File: src/rtl/edge_cap_pkg.sv
// edge_cap_pkg: shared state encoding, packing constants and FIFO entry layout for edge_frame_capture
package edge_cap_pkg;
  typedef enum logic [1:0] {IDLE, CAPTURE, DRAIN, DONE} state_t;
  localparam int PIX_PER_WORD = 4;
  localparam int ENTRY_ADDR_W = 32;
  typedef struct packed {
    logic [ENTRY_ADDR_W-1:0] addr;
    logic [31:0]             data;
  } entry_t;
endpackage

File: src/rtl/edge_frame_capture_sync_fifo.sv
// sync_fifo: entry FIFO whose head (counted in DEPTH) is presented from a register; ports push/din in, ready in, head/head_valid/full/empty out
module sync_fifo #(
  parameter int WIDTH = 8,
  parameter int DEPTH = 16
) (
  input  logic             clk,
  input  logic             rst,
  input  logic             push,
  input  logic [WIDTH-1:0] din,
  input  logic             ready,
  output logic [WIDTH-1:0] head,
  output logic             head_valid,
  output logic             full,
  output logic             empty
);
  localparam int AW = $clog2(DEPTH);
  logic [WIDTH-1:0] mem [DEPTH];
  logic [AW-1:0] wr_ptr, rd_ptr;
  logic [AW:0] count, avail;
  logic pop, wr;
  assign pop = head_valid && ready;
  assign wr = push && (!full || pop);
  // entries already stored that survive this cycle's pop; a same-cycle push becomes visible one cycle later
  assign avail = count - (AW+1)'(pop);
  assign full = count == (AW+1)'(DEPTH);
  assign empty = count == '0;
  always_ff @(posedge clk)
    if (wr) mem[wr_ptr] <= din;
  always_ff @(posedge clk) begin
    if (rst) begin
      wr_ptr <= '0;
      rd_ptr <= '0;
      count <= '0;
      head <= '0;
      head_valid <= 1'b0;
    end else begin
      wr_ptr <= wr_ptr + AW'(wr);
      rd_ptr <= rd_ptr + AW'(pop);
      count <= avail + (AW+1)'(wr);
      head_valid <= avail != '0;
      if (avail != '0) head <= mem[rd_ptr + AW'(pop)];
    end
  end
endmodule

File: src/rtl/edge_frame_capture.sv
// edge_frame_capture: packs 4 edge pixels per word and writes one frame to a word memory port; ports start/pixel in, mem_* handshake out, busy/frame_done/overflow status
module edge_frame_capture
  import edge_cap_pkg::*;
#(
  parameter int IMG_W      = 512,
  parameter int IMG_H      = 512,
  parameter int FIFO_DEPTH = 16,
  parameter int ADDR_W     = 16
) (
  input  logic              clk,
  input  logic              rst,
  input  logic              start,
  input  logic [7:0]        pixel_in,
  input  logic              pixel_valid_in,
  output logic [ADDR_W-1:0] mem_addr,
  output logic [31:0]       mem_wdata,
  output logic              mem_valid,
  input  logic              mem_ready,
  output logic              busy,
  output logic              frame_done,
  output logic              overflow
);
  localparam int TOTAL = IMG_W * IMG_H;
  localparam int CNT_W = $clog2(TOTAL + 1);
  state_t state;
  logic [CNT_W-1:0] cnt;
  logic [31:0] word;
  logic [ADDR_W-1:0] addr;
  logic push_pend, full, empty, take, drop;
  entry_t push_e, head;
  assign take = state == CAPTURE && pixel_valid_in && cnt != CNT_W'(TOTAL);
  assign drop = push_pend && full && !(mem_valid && mem_ready);
  assign push_e = '{addr: ENTRY_ADDR_W'(addr), data: word};
  assign mem_addr = ADDR_W'(head.addr);
  assign mem_wdata = head.data;
  sync_fifo #(.WIDTH($bits(entry_t)), .DEPTH(FIFO_DEPTH)) u_fifo (
    .clk(clk), .rst(rst), .push(push_pend), .din(push_e), .ready(mem_ready),
    .head(head), .head_valid(mem_valid), .full(full), .empty(empty)
  );
  // push_pend delays the push one cycle so the fourth byte is already in word
  always_ff @(posedge clk) begin
    if (rst) begin
      state <= IDLE;
      cnt <= '0;
      word <= '0;
      addr <= '0;
      push_pend <= 1'b0;
      busy <= 1'b0;
      frame_done <= 1'b0;
      overflow <= 1'b0;
    end else begin
      frame_done <= 1'b0;
      push_pend <= take && cnt[1:0] == 2'(PIX_PER_WORD - 1);
      if (take) begin
        word[{cnt[1:0], 3'b000} +: 8] <= pixel_in;
        cnt <= cnt + 1'b1;
      end
      if (push_pend) addr <= addr + 1'b1;
      if (drop) overflow <= 1'b1;
      case (state)
        IDLE: if (start) begin
          cnt <= '0;
          addr <= '0;
          overflow <= 1'b0;
          busy <= 1'b1;
          state <= CAPTURE;
        end
        CAPTURE: if (cnt == CNT_W'(TOTAL)) state <= DRAIN;
        DRAIN: if (empty && !mem_valid) begin
          busy <= 1'b0;
          frame_done <= 1'b1;
          state <= DONE;
        end
        DONE: state <= IDLE;
      endcase
    end
  end
endmodule

File: config.mk
export PLATFORM = sky130hd
export DESIGN_NAME = edge_frame_capture
export DESIGN_NICKNAME = d
export VERILOG_FILES = /design/src/rtl/edge_cap_pkg.sv /design/src/rtl/edge_frame_capture_sync_fifo.sv /design/src/rtl/edge_frame_capture.sv
export SDC_FILE = /design/constraint.sdc
export NUM_CORES = 1
export LEC_CHECK = 0
export CORE_MARGIN = 3
export CORE_UTILIZATION = 49
export CTS_BUF_LIST = sky130_fd_sc_hd__clkbuf_8
export DETAILED_ROUTE_END_ITERATION = 7
export GPL_TIMING_DRIVEN = 0
export SLEW_MARGIN = 20
export SYNTH_ARGS = -nofsm -noshare
export SYNTH_HDL_FRONTEND = slang
export SYNTH_HIERARCHICAL = 1
export SYNTH_SLANG_ARGS = --single-unit
File: constraint.sdc
create_clock -name clk -period 10.5 [get_ports clk]
set_clock_uncertainty 0.05 [all_clocks]
set_input_delay 3.15 -clock clk [delete_from_list [all_inputs] [get_ports clk]]
set_output_delay 3.15 -clock clk [all_outputs]
set_load 0.05 [all_outputs]
* Yosys cells after proc, flatten, opt, wreduce, memory -nomap -nowiden *
Memory sizes are Yosys's and may differ from the RTL's. A register that Yosys moved wholly into a read port is not among the register bits.
Index checks and enable logic that the tools add are counted.

word-level totals
  memories = 1
  logic and storage cells = 72
  RAM bits = 768
  output and inout port bits = 52
  register bits = 87
  input bits = 13

memories
  name        depth  bits a word  rd ports  clocked after Yosys merged registers in  wr ports  RTL line                            source
  u_fifo.mem  16     48           1         1                                        1         edge_frame_capture_sync_fifo.sv:17  logic [WIDTH-1:0] mem [DEPTH];

cells by class
  equality and inequality tests = 10
  mux-type cells = 20
  add/subtract/negate cells = 7
  shifts and indexed selects = 2
  bitwise logic cells = 1
  reductions and logical operators = 19

operators with widths
  kind                                                                    count
  19-bit 2-to-1 mux                                                       3
  16-bit 2-to-1 mux                                                       3
  32-bit bitwise mux                                                      1
  8-bit by 7-bit variable shift with 32-bit output, first input constant  1
  8-bit by 7-bit indexed part select with 32-bit output                   1
  19-bit by 1-bit adder with 19-bit output, second input constant         1
  19-bit == test, second input constant                                   1
  19-bit inequality test, second input constant                           1
  16-bit by 1-bit adder with 16-bit output, second input constant         1
  4-bit by 1-bit adder with 4-bit output                                  2
  1-bit logical AND                                                       8
  1-bit 2-to-1 mux                                                        8
  2-bit case mux with 4 select lines                                      1
  5-bit negator with 7-bit output                                         1
  2-bit == test, second input constant                                    3
  2-bit 2-to-1 mux                                                        3
  3-bit AND reduction                                                     2
  5-bit by 1-bit adder with 5-bit output                                  1
  5-bit == test, second input constant                                    1
  5-bit zero test                                                         1
  5-bit nonzero test                                                      1
  5-bit by 1-bit subtractor with 5-bit output                             1
  2-bit inequality test, second input constant                            2
  1-bit zero test                                                         3
  8 further kinds                                                         8

* Depth between registers and ports, before layout *
Gate-level depths: netlist of run 1.

  word-level depth = 6
  depth in mapped cells = 11
  gate-level depth less buffers = 11

* Hierarchy *
Netlist of run 1, hierarchy kept.

modules (own cells, without submodules)
  module              seq. area each (sq um)  cells an instance  area an instance (sq um)  instances
  sync_fifo           32311.0                 2002               41344.7                   1
  edge_frame_capture  1461.4                  343                3392.0                    1

* Worst setup path before layout of run 1 *
OpenSTA, ideal clock, no wires.

  path type = input port to flip-flop
  start = input mem_ready
  end = memory u_fifo/mem[0][0] in the netlist's numbering (enable)
  data arrival time = 8382 ps
  cell stages on the path = 4
  path slack = 1503 ps
  setup time = 565 ps
  path buffers = 0
  path through = nand2_1 a21boi_1 or3b_2 nor3_1

on the way
  cells in the longest elaborated chain, start to end = 5

ends and longest elaborated chain
  item                                    RTL line                            source
  start: declaration                      edge_frame_capture.sv:18            input logic mem_ready,
  1-bit logical AND                       edge_frame_capture_sync_fifo.sv:21  assign pop = head_valid && ready;
  1-bit logical OR                        edge_frame_capture_sync_fifo.sv:22  assign wr = push && (!full || pop);
  1-bit logical AND                       edge_frame_capture_sync_fifo.sv:22
  1-bit 2-to-1 mux                        edge_frame_capture_sync_fifo.sv:28  if (wr) mem[wr_ptr] <= din;
  1-bit 2-to-1 mux (implied by the code)  edge_frame_capture_sync_fifo.sv:28
  end: declaration                        edge_frame_capture_sync_fifo.sv:17

No other way between the ends.

* Final worst setup path of run 1 *
  start = input mem_ready
  end = register u_fifo.head[20], read port of u_fifo.mem

on the way
  cells in the longest elaborated chain, start to end = 3

ends and longest elaborated chain
  item                                         RTL line                            source
  1-bit logical AND (*)                        edge_frame_capture_sync_fifo.sv:21
  5-bit by 1-bit subtractor with 5-bit output  edge_frame_capture_sync_fifo.sv:24  assign avail = count - (AW+1)'(pop);
  5-bit nonzero test                           edge_frame_capture_sync_fifo.sv:41  if (avail != '0) head <= mem[rd_ptr + AW'(pop)];
  end: declaration                             edge_frame_capture_sync_fifo.sv:11  output logic [WIDTH-1:0] head,

Mark *: on every way between the ends. The rest lies on a longest branch, timed or not.
A chain may end at the register's enable or synchronous reset.

==> results of run 1 <==
-- metrics by stage --
step           total power, mW  setup TNS (ns)  setup WS, ns  std cells  hold WS (ns)
6_report                 8.644               0         4.079       3215        0.4094
5_1_grt                  9.020               0         3.957       3215        0.4354
4_1_cts                  8.749               0         4.137       3213        0.4123
3_5_place_dp             5.867               0         3.292       2938        0.3988
3_3_place_gp             5.850         -432.64        -2.497       2879        0.3942
2_1_floorplan            5.314               0         2.628       1884        0.4356
-- worst paths after layout --
check,start,end,cells after the start
worst max-delay path,mem_ready,u_fifo/head[20],12
worst min-delay path,u_fifo/head[4],u_fifo/head[4],1
worst min register to register,u_fifo/head[4],u_fifo/head[4],1
worst max register to register,u_fifo/head_valid,u_fifo/head[20],11
-- metal layers --
layer  GRT usage [%]  vias up  wire [um]
met3           6.105       94       6521
met5               0        -          0
met1           32.28     9692      35120
li1                -     8050          -
met2           35.15      651      38600
met4           6.481        0       1606
-- area by class of cell --
type | count | area (um^2)
clock buffer | 170 | 2340
tap | 931 | 1165
multi-input combinational | 857 | 8458
sequential | 903 | 25760
timing repair buffer | 123 | 1534
antenna | 2 | 5.005
inverter | 14 | 52.55
buffer | 110 | 521.8
clock inverter | 105 | 509.2
fill | 5276 | 28960
-- where the power goes --
| group | leakage [nW] | internal, mW | switching, mW |
|---|---|---|---|
| registers | 8.02 | 3.96 | 0.0975 |
| logic | 3.72 | 0.689 | 1.02 |
| clock network | 1.66 | 1.53 | 1.35 |
| total | 13.4 | 6.18 | 2.47 |
-- worst reg2reg max path, delay by kind of cell (launching register included) --
kind            cells  cell delay (ns)
compound gates      2             0.32
mux                 1             0.44
fa+ha+maj           2             0.51
simple gates        2             0.20
flops               1             0.33
buf+inv             4             2.02
-- sequential cells by signal, indices dropped and copies added (netlist names), 4 cells and up --
| register | count |
|---|---|
| u_fifo/wr_ptr | 4 |
| u_fifo/count | 5 |
| addr | 16 |
| word | 32 |
| u_fifo/head | 48 |
| cnt | 19 |
| u_fifo/mem | 768 |
| u_fifo/rd_ptr | 4 |
-- cell usage in the layout, fill, tap and decap left out, types with 13 or more instances in the layout --
cell and count:
sky130_fd_sc_hd__ha_1 18, sky130_fd_sc_hd__clkbuf_8 170, sky130_fd_sc_hd__clkbuf_1 58, sky130_fd_sc_hd__a21oi_1 102
sky130_fd_sc_hd__clkinv_1 24, sky130_fd_sc_hd__nand2b_1 13, sky130_fd_sc_hd__dfxtp_1 135, sky130_fd_sc_hd__inv_1 71
sky130_fd_sc_hd__edfxtp_1 768, sky130_fd_sc_hd__xnor2_1 20, sky130_fd_sc_hd__nand3b_1 38, sky130_fd_sc_hd__mux4_2 192
sky130_fd_sc_hd__nor2_1 46, sky130_fd_sc_hd__xor2_1 17, sky130_fd_sc_hd__buf_2 28, sky130_fd_sc_hd__buf_16 15
sky130_fd_sc_hd__buf_4 33, sky130_fd_sc_hd__o31ai_1 32, sky130_fd_sc_hd__a211o_1 49, sky130_fd_sc_hd__nand2_1 211
sky130_fd_sc_hd__clkdlybuf4s50_1 64
==> impl_metrics.sql, run 1 <==
INSERT INTO impl_metrics (metric_group, metric, value, unit) VALUES
('outcome', 'result_of_the_run', 'finished, final reports clean', ''),
('detailed_routing', 'drtIter0Drc', '1830', ''),
('grt', 'grt_antenna_before_repair', '2', ''),
('place', 'dp_hpwl', '52750', 'um'),
('worst_setup_path', 'path_buf_inv', '5', ''),
('layout', 'layout.nets', '2187', ''),
('grt', 'groute.usage.overall', '22.77', '%'),
('layout', 'final_cell_area', '40350', 'um^2'),
('timing', 'pin_slew_with_the_least_headroom_to_its_limit', '1.083', 'ns'),
('worst_setup_path', 'path_max_fanout', '10', ''),
('yosys', 'mappedNetlistArea', '34690', 'um^2'),
('floorplanning', 'floorplan.core_area', '69310', 'um^2'),
('grt', 'grt_start_max_net_pins', '23', ''),
('detailed_routing', 'antenna_violating_nets_post_route', '0', ''),
('grt', 'global_route_wire_length_before_repair', '122700', 'um'),
('worst_setup_path', 'worst_path_most_repeated_cell', 'sky130_fd_sc_hd__clkbuf_1', ''),
('floorplanning', 'i_o_pins', '65', ''),
('timing', 'setup_viol', '0', ''),
('cts', 'cts_setup_buffers', '0', ''),
('cts', 'postCtsResizedCells', '0', ''),
('worst_setup_path', 'worst_setup_path_start_kind', 'input pin', ''),
('worst_setup_path', 'worst_path_required_time', '11.11', 'ns'),
('timing', 'rsz0062_at_grt', 'false', ''),
('yosys', 'synthesis.area_per_instance', '18.41', 'um^2'),
('yosys', 'synthesis.instances', '1884', ''),
('cts', 'tritoncts', 'yes', ''),
('worst_setup_path', 'ff2ff_setup_slack', '6.52', 'ns'),
('layout', 'finish.utilization', '58.22', '%'),
('worst_setup_path', 'crit_family', 'buffers and inverters', ''),
('job', 'drv_cap', '0', ''),
('timing', 'timing_hold_violations_final', '0', ''),
('layout', 'synthToLayoutAreaGrowth', '16.33', '%'),
('grt', 'grt_overflow_total', '0', ''),
('worst_setup_path', 'critPathArrivalTime', '7.03', 'ns'),
('detailed_routing', 'routed_wirelength', '81840', 'um'),
('place', 'cell_area_placed', '37500', 'um^2'),
('cts', 'clock_sinks', '903', ''),
('worst_setup_path', 'timing.critical_path.cells', 'clkdlybuf4s50_1, nand2_1, inv_1, ha_1, ha_1, clkbuf_1, clkbuf_1, clkbuf_1, mux4_2, nand2_1, a21oi_1, a211o_1', ''),
('floorplanning', 'die_h', '272.1', 'um'),
('detailed_routing', 'remaining_drc_errors', '0', ''),
('cts', 'cts_hold_buffers', '0', ''),
('cts', 'cts_htree_levels', '4', ''),
('grt', 'grt_pass1_vias', '19215', ''),
('detailed_routing', 'average_wire_length_per_cell_after_detail_routing', '25.46', 'um'),
('cts', 'cts_bufs_inserted', '147', ''),
('detailed_routing', 'firstDrtPassIters', '5', ''),
('pwr', 'pwr_density_cell', '214.2', 'nW/um^2'),
('place', 'finalWeightedCongestion', '0.7577', ''),
('worst_setup_path', 'critical_path_class', 'in -> reg', ''),
('detailed_routing', 'via_count', '18487', ''),
('timing', 'max_clock_freq', '0.1557', 'GHz'),
('timing', 'max_slew_violation_count', '0', ''),
('worst_setup_path', 'crit_path_max_incr_delay', '0.85', 'ns'),
('yosys', 'yosys_warnings', '6', ''),
('timing', 'post_layout_minimum_cycle_time', '6.421', 'ns'),
('worst_setup_path', 'critical_path.endpoint_type', 'flip-flop', ''),
('cts', 'cts_root_buf', 'sky130_fd_sc_hd__clkbuf_8', ''),
('place', 'port_buffers', '64', ''),
('timing', 'relSlewSlack', '27.79', '%'),
('cts', 'cts.clk_slew.worst_paths', '0.06', 'ns'),
('layout', 'drive_gt1_share', '22.92', '%'),
('cts', 'clkLatencyLatePin', '0.79', 'ns'),
('worst_hold_path', 'tightest_hold_check_type', 'reg -> reg', ''),
('floorplanning', 'floorplan.die.width', '272.1', 'um'),
('worst_setup_path', 'critical_path.slowest_cell', 'sky130_fd_sc_hd__clkbuf_1', ''),
('pwr', 'power_leakage', '13.40', 'nW'),
('floorplanning', 'fp.dieArea', '74020', 'um^2'),
('floorplanning', 'row_count', '96', ''),
('cts', 'clockBufferDepth', '3', ''),
('detailed_routing', 'vias_per_cell', '5.750', ''),
('yosys', 'syn_nets', '1915', ''),
('pwr', 'worst_ir_drop_vdd', '0.1434', 'mV'),
('timing', 'min_period_over_period', '61.15', '%'),
('floorplanning', 'initial_core_util', '50.05', '%');
(Power assumes the default switching activity.)
==> run 2: changes to the inputs <==
PLACE_DENSITY = 0.67   (was default)
clock period = 5.5 ns   (was 10.5 ns; I/O delays follow)
==> run 2 against run 1 <==
Sequential power is 91% higher; worst hold slack better by 0.0049 ns; clock power up 86%; clock-buffer cell count is 13 lower; die area stayed put; power rose by 89%; critical endpoint is now u_fifo/head[26]; largest power group unchanged; highest routed layer unchanged.
==> impl_metrics.sql, run 2 (same netlist as run 1, synthesis figures left out) <==
INSERT INTO impl_metrics (metric_group, metric, value, unit) VALUES
('outcome', 'result_of_the_run', 'finished, final reports clean', ''),
('grt', 'grt_start_max_net_pins', '23', ''),
('timing', 'pin_slew_with_the_least_headroom_to_its_limit', '1.059', 'ns'),
('layout', 'drive_gt1_share', '22.14', '%'),
('timing', 'fin_tns_setup', '0', 'ns'),
('detailed_routing', 'average_wire_length_per_cell_after_detail_routing', '24.98', 'um'),
('floorplanning', 'initial_core_util', '50.05', '%'),
('worst_hold_path', 'tightest_hold_check_type', 'reg -> reg', ''),
('layout', 'synthToLayoutAreaGrowth', '16.56', '%'),
('place', 'cell_area_placed', '37690', 'um^2'),
('worst_setup_path', 'path_buf_inv', '5', ''),
('cts', 'postCtsResizedCells', '0', ''),
('timing', 'post_layout_minimum_cycle_time', '4.873', 'ns'),
('place', 'port_buffers', '64', ''),
('cts', 'cts_bufs_inserted', '142', ''),
('layout', 'layout.nets', '2170', ''),
('pwr', 'pwr_density_cell', '404.4', 'nW/um^2'),
('detailed_routing', 'drtIter0Drc', '1763', ''),
('worst_setup_path', 'timing.critical_path.cells', 'clkdlybuf4s50_1, nand2_1, inv_1, ha_1, ha_1, clkbuf_1, clkbuf_1, buf_1, mux4_2, nand2_1, a21oi_1, a211o_1', ''),
('floorplanning', 'floorplan.core_area', '69310', 'um^2'),
('floorplanning', 'i_o_pins', '65', ''),
('place', 'finalWeightedCongestion', '0.7697', ''),
('layout', 'num-fill-cells', '5055', ''),
('layout', 'mostFrequentLayoutCells', 'sky130_fd_sc_hd__edfxtp_1 (768), sky130_fd_sc_hd__nand2_1 (211), sky130_fd_sc_hd__mux4_2 (192)', ''),
('pwr', 'power_frac_seq', '47.4', '%'),
('grt', 'grt_overflow_total', '0', ''),
('worst_setup_path', 'critical_path_class', 'in -> reg', ''),
('worst_setup_path', 'worst_setup_path_start_kind', 'input pin', ''),
('pwr', 'report.power.total', '16.35', 'mW'),
('layout', 'reg_top3', 'u_fifo/mem x768, u_fifo/head x48, word x32', ''),
('pwr', 'power_frac_clock', '32.8', '%'),
('worst_setup_path', 'crit_path_max_incr_delay', '0.76', 'ns'),
('floorplanning', 'floorplan.die.width', '272.1', 'um'),
('pwr', 'p_int', '11.69', 'mW'),
('pwr', 'sw_frac_of_total', '28.50', '%'),
('cts', 'cts_setup_buffers', '0', ''),
('cts', 'tritoncts', 'yes', ''),
('grt', 'grt_pass1_vias', '18987', ''),
('worst_setup_path', 'critical_path.endpoint_type', 'flip-flop', ''),
('place', 'place.detailed.instances', '2926', ''),
('floorplanning', 'die_h', '272.1', 'um'),
('timing', 'max_slew_violation_count', '0', ''),
('pwr', 'worst_ir_drop_vdd', '0.2611', 'mV'),
('pwr', 'power_leakage', '13.31', 'nW'),
('grt', 'groute.usage.overall', '22.10', '%'),
('job', 'drv_cap', '0', ''),
('floorplanning', 'fp.dieArea', '74020', 'um^2'),
('timing', 'finalHoldWorstSlack', '0.4143', 'ns'),
('worst_setup_path', 'worst_path_required_time', '6.11', 'ns'),
('worst_setup_path', 'critPathArrivalTime', '5.49', 'ns'),
('layout', 'number_of_flip_flops_in_the_largest_register', '768', ''),
('cts', 'clockBufferDepth', '3', ''),
('detailed_routing', 'antenna_violating_nets_post_route', '0', ''),
('cts', 'clkLatencyLatePin', '0.78', 'ns'),
('layout', 'registers.top_by_ff_count', 'u_fifo/mem', ''),
('layout', 'layout.cells.most_common', 'sky130_fd_sc_hd__edfxtp_1', ''),
('timing', 'rsz0062_at_grt', 'false', ''),
('timing', 'timing_hold_violations_final', '0', ''),
('cts', 'cts_htree_levels', '4', ''),
('pwr', 'power.share.combinational', '19.8', '%'),
('grt', 'grt_antenna_before_repair', '3', ''),
('layout', 'final_cell_area', '40430', 'um^2'),
('cts', 'cts_root_buf', 'sky130_fd_sc_hd__clkbuf_8', ''),
('cts', 'clock_sinks', '903', ''),
('detailed_routing', 'via_count', '18456', ''),
('timing', 'relSlewSlack', '29.42', '%'),
('detailed_routing', 'vias_per_cell', '5.784', ''),
('layout', 'multiInputGateArea', '8483', 'um^2'),
('worst_setup_path', 'critical_path.slowest_cell', 'sky130_fd_sc_hd__clkbuf_1', ''),
('timing', 'max_clock_freq', '0.2052', 'GHz'),
('detailed_routing', 'firstDrtPassIters', '8', ''),
('place', 'dp_hpwl', '51960', 'um'),
('layout', 'sequential_cell_area', '25760', 'um^2'),
('worst_setup_path', 'crit_family', 'buffers and inverters', ''),
('timing', 'setup_viol', '0', ''),
('detailed_routing', 'routed_wirelength', '79720', 'um'),
('layout', 'final_cell_count_no_fill', '3191', ''),
('floorplanning', 'row_count', '96', ''),
('grt', 'global_route_wire_length_before_repair', '120200', 'um'),
('pwr', 'net-switching-power', '4.659', 'mW'),
('detailed_routing', 'remaining_drc_errors', '0', ''),
('cts', 'cts.clk_slew.worst_paths', '0.06', 'ns'),
('worst_setup_path', 'path_max_fanout', '10', ''),
('timing', 'min_period_over_period', '88.61', '%'),
('cts', 'cts_hold_buffers', '0', '');
## run 2: layout make-up
type,count,share of cell area (%)
diodes,2,0.01238
plain buffers,110,1.290
clock buffers,157,5.344
clock inverters,106,1.430
inverters,14,0.1300
multi-input cells,857,20.98
flip-flops and latches,903,63.72
well taps,931,2.881
repair buffers,111,4.206
## run 2: layer usage
layer  global-route usage (%)  up-vias  routed length (um)
met3                    5.426       84                6625
met5                        0        -                   0
met2                    35.02      744               38430
met1                    30.81     9616               33250
li1                         -     8012                   -
met4                    6.425        0                1418
## run 2: worst reg2reg max path: cells and delay by family, from the launching register on
kind | cells | cell delay, ns
buf+inv | 4 | 1.92
simple gates | 2 | 0.18
flops | 1 | 0.34
fa+ha+maj | 2 | 0.50
mux | 1 | 0.41
compound gates | 2 | 0.40
## run 2: worst paths after layout
path,startpoint,to,slack [ns],cells past startpoint
max,mem_ready,u_fifo/head[26],0.63,12
min,u_fifo/head[5],u_fifo/head[5],0.41,1
max reg2reg,u_fifo/head_valid,u_fifo/head[26],1.58,11
min reg2reg,u_fifo/head[5],u_fifo/head[5],0.41,1
## run 2: power by group through the flow
| stage | sequential (mW) | combinational, mW | clock, mW |
|---|---|---|---|
| after floorplan | 8.34 | 1.81 | 0 |
| after global placement | 7.88 | 3.25 | 0 |
| after detailed placement | 7.89 | 3.27 | 0 |
| after CTS | 7.75 | 3.28 | 5.48 |
| after global routing | 7.76 | 3.43 | 5.81 |
| final | 7.75 | 3.23 | 5.37 |
## run 2: per-stage QoR
step / utilization (%) / setup WS [ns]
after CTS: 58.33 / 0.6881
final: 58.34 / 0.6266
after detailed placement: 54.38 / -0.1341
after global routing: 58.33 / 0.5557
after global placement: 52.68 / -2.682
after floorplan: - / 0.4150
==> run 3: changes to the inputs <==
REMOVE_ABC_BUFFERS = 1   (was default)
==> run 3 against run 2 <==
Global-route usage decreased by 0.28 points; worst setup slack improved by 0.60 ns; flip-flop and latch count unchanged; die area is the same; first-iteration DRC count did not move; worst hold slack lost 0.0029 ns; sequential share of layout area decreased by 0.77 points; final cell count down 1.6%; clock power hardly changed; via count is 0.60% lower; design area up 1.2%; fmax grew 14%; critical endpoint is now u_fifo/head[12]; largest cell class unchanged; highest routed layer unchanged.
==> impl_metrics.sql, run 3 (same netlist as run 1, synthesis figures left out) <==
INSERT INTO impl_metrics (metric_group, metric, value, unit) VALUES
('outcome', 'result_of_the_run', 'finished, final reports clean', ''),
('floorplanning', 'row_count', '96', ''),
('floorplanning', 'floorplan.core_area', '69310', 'um^2'),
('worst_setup_path', 'critPathArrivalTime', '4.89', 'ns'),
('layout', 'registers.top_by_ff_count', 'u_fifo/mem', ''),
('cts', 'cts_root_buf', 'sky130_fd_sc_hd__clkbuf_8', ''),
('cts', 'clkLatencyLatePin', '0.78', 'ns'),
('timing', 'post_layout_minimum_cycle_time', '4.275', 'ns'),
('place', 'port_buffers', '64', ''),
('timing', 'pin_slew_with_the_least_headroom_to_its_limit', '0.8445', 'ns'),
('timing', 'rsz0062_at_grt', 'false', ''),
('timing', 'timing_hold_violations_final', '0', ''),
('detailed_routing', 'antenna_violating_nets_post_route', '0', ''),
('cts', 'cts_setup_buffers', '0', ''),
('layout', 'mostFrequentLayoutCells', 'sky130_fd_sc_hd__edfxtp_1 (768), sky130_fd_sc_hd__nand2_1 (211), sky130_fd_sc_hd__mux4_2 (192)', ''),
('pwr', 'worst_ir_drop_vdd', '0.2538', 'mV'),
('pwr', 'power_frac_seq', '47.2', '%'),
('floorplanning', 'fp.dieArea', '74020', 'um^2'),
('timing', 'finalHoldWorstSlack', '0.4114', 'ns'),
('layout', 'number_of_flip_flops_in_the_largest_register', '768', ''),
('place', 'post_placement_setup_slack', '0.4519', 'ns'),
('detailed_routing', 'vias_per_cell', '5.842', ''),
('floorplanning', 'floorplan.die.width', '272.1', 'um'),
('cts', 'cts_hold_buffers', '0', ''),
('place', 'cell_area_placed', '38190', 'um^2'),
('timing', 'setup_viol', '0', ''),
('cts', 'cts_bufs_inserted', '141', ''),
('timing', 'min_period_over_period', '77.73', '%'),
('worst_setup_path', 'worst_setup_path_start_kind', 'input pin', ''),
('cts', 'cts_htree_levels', '4', ''),
('cts', 'clockBufferDepth', '3', ''),
('pwr', 'report.power.total', '16.42', 'mW'),
('detailed_routing', 'drtIter0Drc', '1763', ''),
('pwr', 'power_leakage', '13.59', 'nW'),
('detailed_routing', 'via_count', '18345', ''),
('grt', 'global_route_wire_length_before_repair', '118300', 'um'),
('layout', 'layout.nets', '2123', ''),
('worst_setup_path', 'timing.critical_path.cells', 'clkdlybuf4s50_1, nand2_1, inv_1, ha_1, ha_1, inv_1, a2111o_1, o211ai_4, buf_16, buf_16, buf_16, a21oi_1, a211o_1', ''),
('cts', 'cts.clk_slew.worst_paths', '0.06', 'ns'),
('worst_setup_path', 'crit_path_max_incr_delay', '0.65', 'ns'),
('layout', 'reg_top3', 'u_fifo/mem x768, u_fifo/head x48, word x32', ''),
('worst_setup_path', 'critical_path_class', 'in -> reg', ''),
('cts', 'postCtsResizedCells', '0', ''),
('layout', 'finish.utilization', '59.05', '%'),
('worst_setup_path', 'crit_family', 'compound AO/OA/AOI/OAI gates', ''),
('layout', 'final_cell_area', '40930', 'um^2'),
('grt', 'grt_start_max_net_pins', '48', ''),
('detailed_routing', 'routed_wirelength', '78610', 'um'),
('pwr', 'sw_frac_of_total', '27.72', '%'),
('place', 'place.detailed.instances', '2880', ''),
('pwr', 'power.share.combinational', '20.1', '%'),
('grt', 'grt_antenna_before_repair', '1', ''),
('worst_setup_path', 'worst_path_most_repeated_cell', 'sky130_fd_sc_hd__buf_16', ''),
('layout', 'drive_gt1_share', '23.92', '%'),
('grt', 'grt_pass1_vias', '18840', ''),
('worst_setup_path', 'path_buf_inv', '6', ''),
('place', 'finalWeightedCongestion', '0.7263', ''),
('floorplanning', 'initial_core_util', '50.05', '%'),
('cts', 'tritoncts', 'yes', ''),
('timing', 'max_slew_violation_count', '0', ''),
('worst_setup_path', 'path_max_fanout', '12', ''),
('detailed_routing', 'firstDrtPassIters', '5', ''),
('timing', 'relSlewSlack', '43.40', '%'),
('timing', 'max_clock_freq', '0.2339', 'GHz'),
('detailed_routing', 'remaining_drc_errors', '0', ''),
('timing', 'layout_setup_ws', '1.225', 'ns'),
('layout', 'final_cell_count_no_fill', '3140', ''),
('pwr', 'pwr_density_cell', '401.1', 'nW/um^2'),
('timing', 'fin_tns_setup', '0', 'ns'),
('pwr', 'net-switching-power', '4.551', 'mW'),
('detailed_routing', 'average_wire_length_per_cell_after_detail_routing', '25.04', 'um'),
('place', 'dp_hpwl', '50920', 'um'),
('pwr', 'power_frac_clock', '32.7', '%'),
('cts', 'clock_sinks', '903', ''),
('pwr', 'p_int', '11.86', 'mW'),
('worst_setup_path', 'worst_path_required_time', '6.11', 'ns'),
('grt', 'groute.usage.overall', '21.82', '%'),
('layout', 'layout.cells.most_common', 'sky130_fd_sc_hd__edfxtp_1', ''),
('job', 'drv_cap', '0', ''),
('floorplanning', 'i_o_pins', '65', ''),
('worst_setup_path', 'critical_path.endpoint_type', 'flip-flop', ''),
('worst_setup_path', 'critical_path.slowest_cell', 'sky130_fd_sc_hd__o211ai_4', ''),
('layout', 'synthToLayoutAreaGrowth', '17.99', '%'),
('grt', 'grt_overflow_total', '0', ''),
('worst_hold_path', 'tightest_hold_check_type', 'reg -> reg', ''),
('floorplanning', 'die_h', '272.1', 'um');
-- run 3: final timing paths --
kind                        start                end  slack [ns]  depth (start not counted)
setup / recovery        mem_ready    u_fifo/head[12]        1.22                         13
setup reg to reg  u_fifo/count[2]  u_fifo/mem[0][46]        2.02                          8
hold / removal     u_fifo/head[9]     u_fifo/head[9]        0.41                          1
hold reg to reg    u_fifo/head[9]     u_fifo/head[9]        0.41                          1
-- run 3: power by group through the flow --
stage / logic (mW) / registers, mW / clock network [mW]
2_1_floorplan: 1.72 / 8.31 / 0
3_3_place_gp: 2.67 / 7.86 / 0
3_5_place_dp: 3.33 / 7.89 / 0
4_1_cts: 3.34 / 7.75 / 5.49
5_1_grt: 3.52 / 7.76 / 5.82
6_report: 3.30 / 7.74 / 5.38
-- run 3: layout make-up --
| class | count | area (um^2) |
|---|---|---|
| inverter | 14 | 52.55 |
| clock inverter | 99 | 544.3 |
| fill | 4975 | 28380 |
| antenna | 2 | 5.005 |
| multi-input combinational | 857 | 8511 |
| sequential | 903 | 25760 |
| timing repair buffer | 175 | 2696 |
| clock buffer | 159 | 2188 |
| tap | 931 | 1165 |
-- run 3: worst reg2reg max path, delay by kind of cell, from the launching register on --
kind	cells	cell delay, ns
buffers and inverters	3	0.63
flip-flops	1	0.48
AND/OR/NAND/NOR	4	1.57
AO/OA/AOI/OAI	1	0.44
-- run 3: metal layers --
layer	part of all wire (%)	GRT usage [%]	vias up	wire length, um
li1	-	-	7902	-
met2	48	34.17	745	37740
met4	2.6	7.131	0	2005
met5	0	0	-	0
met3	7.8	5.074	154	6102
met1	42	30.63	9544	32760
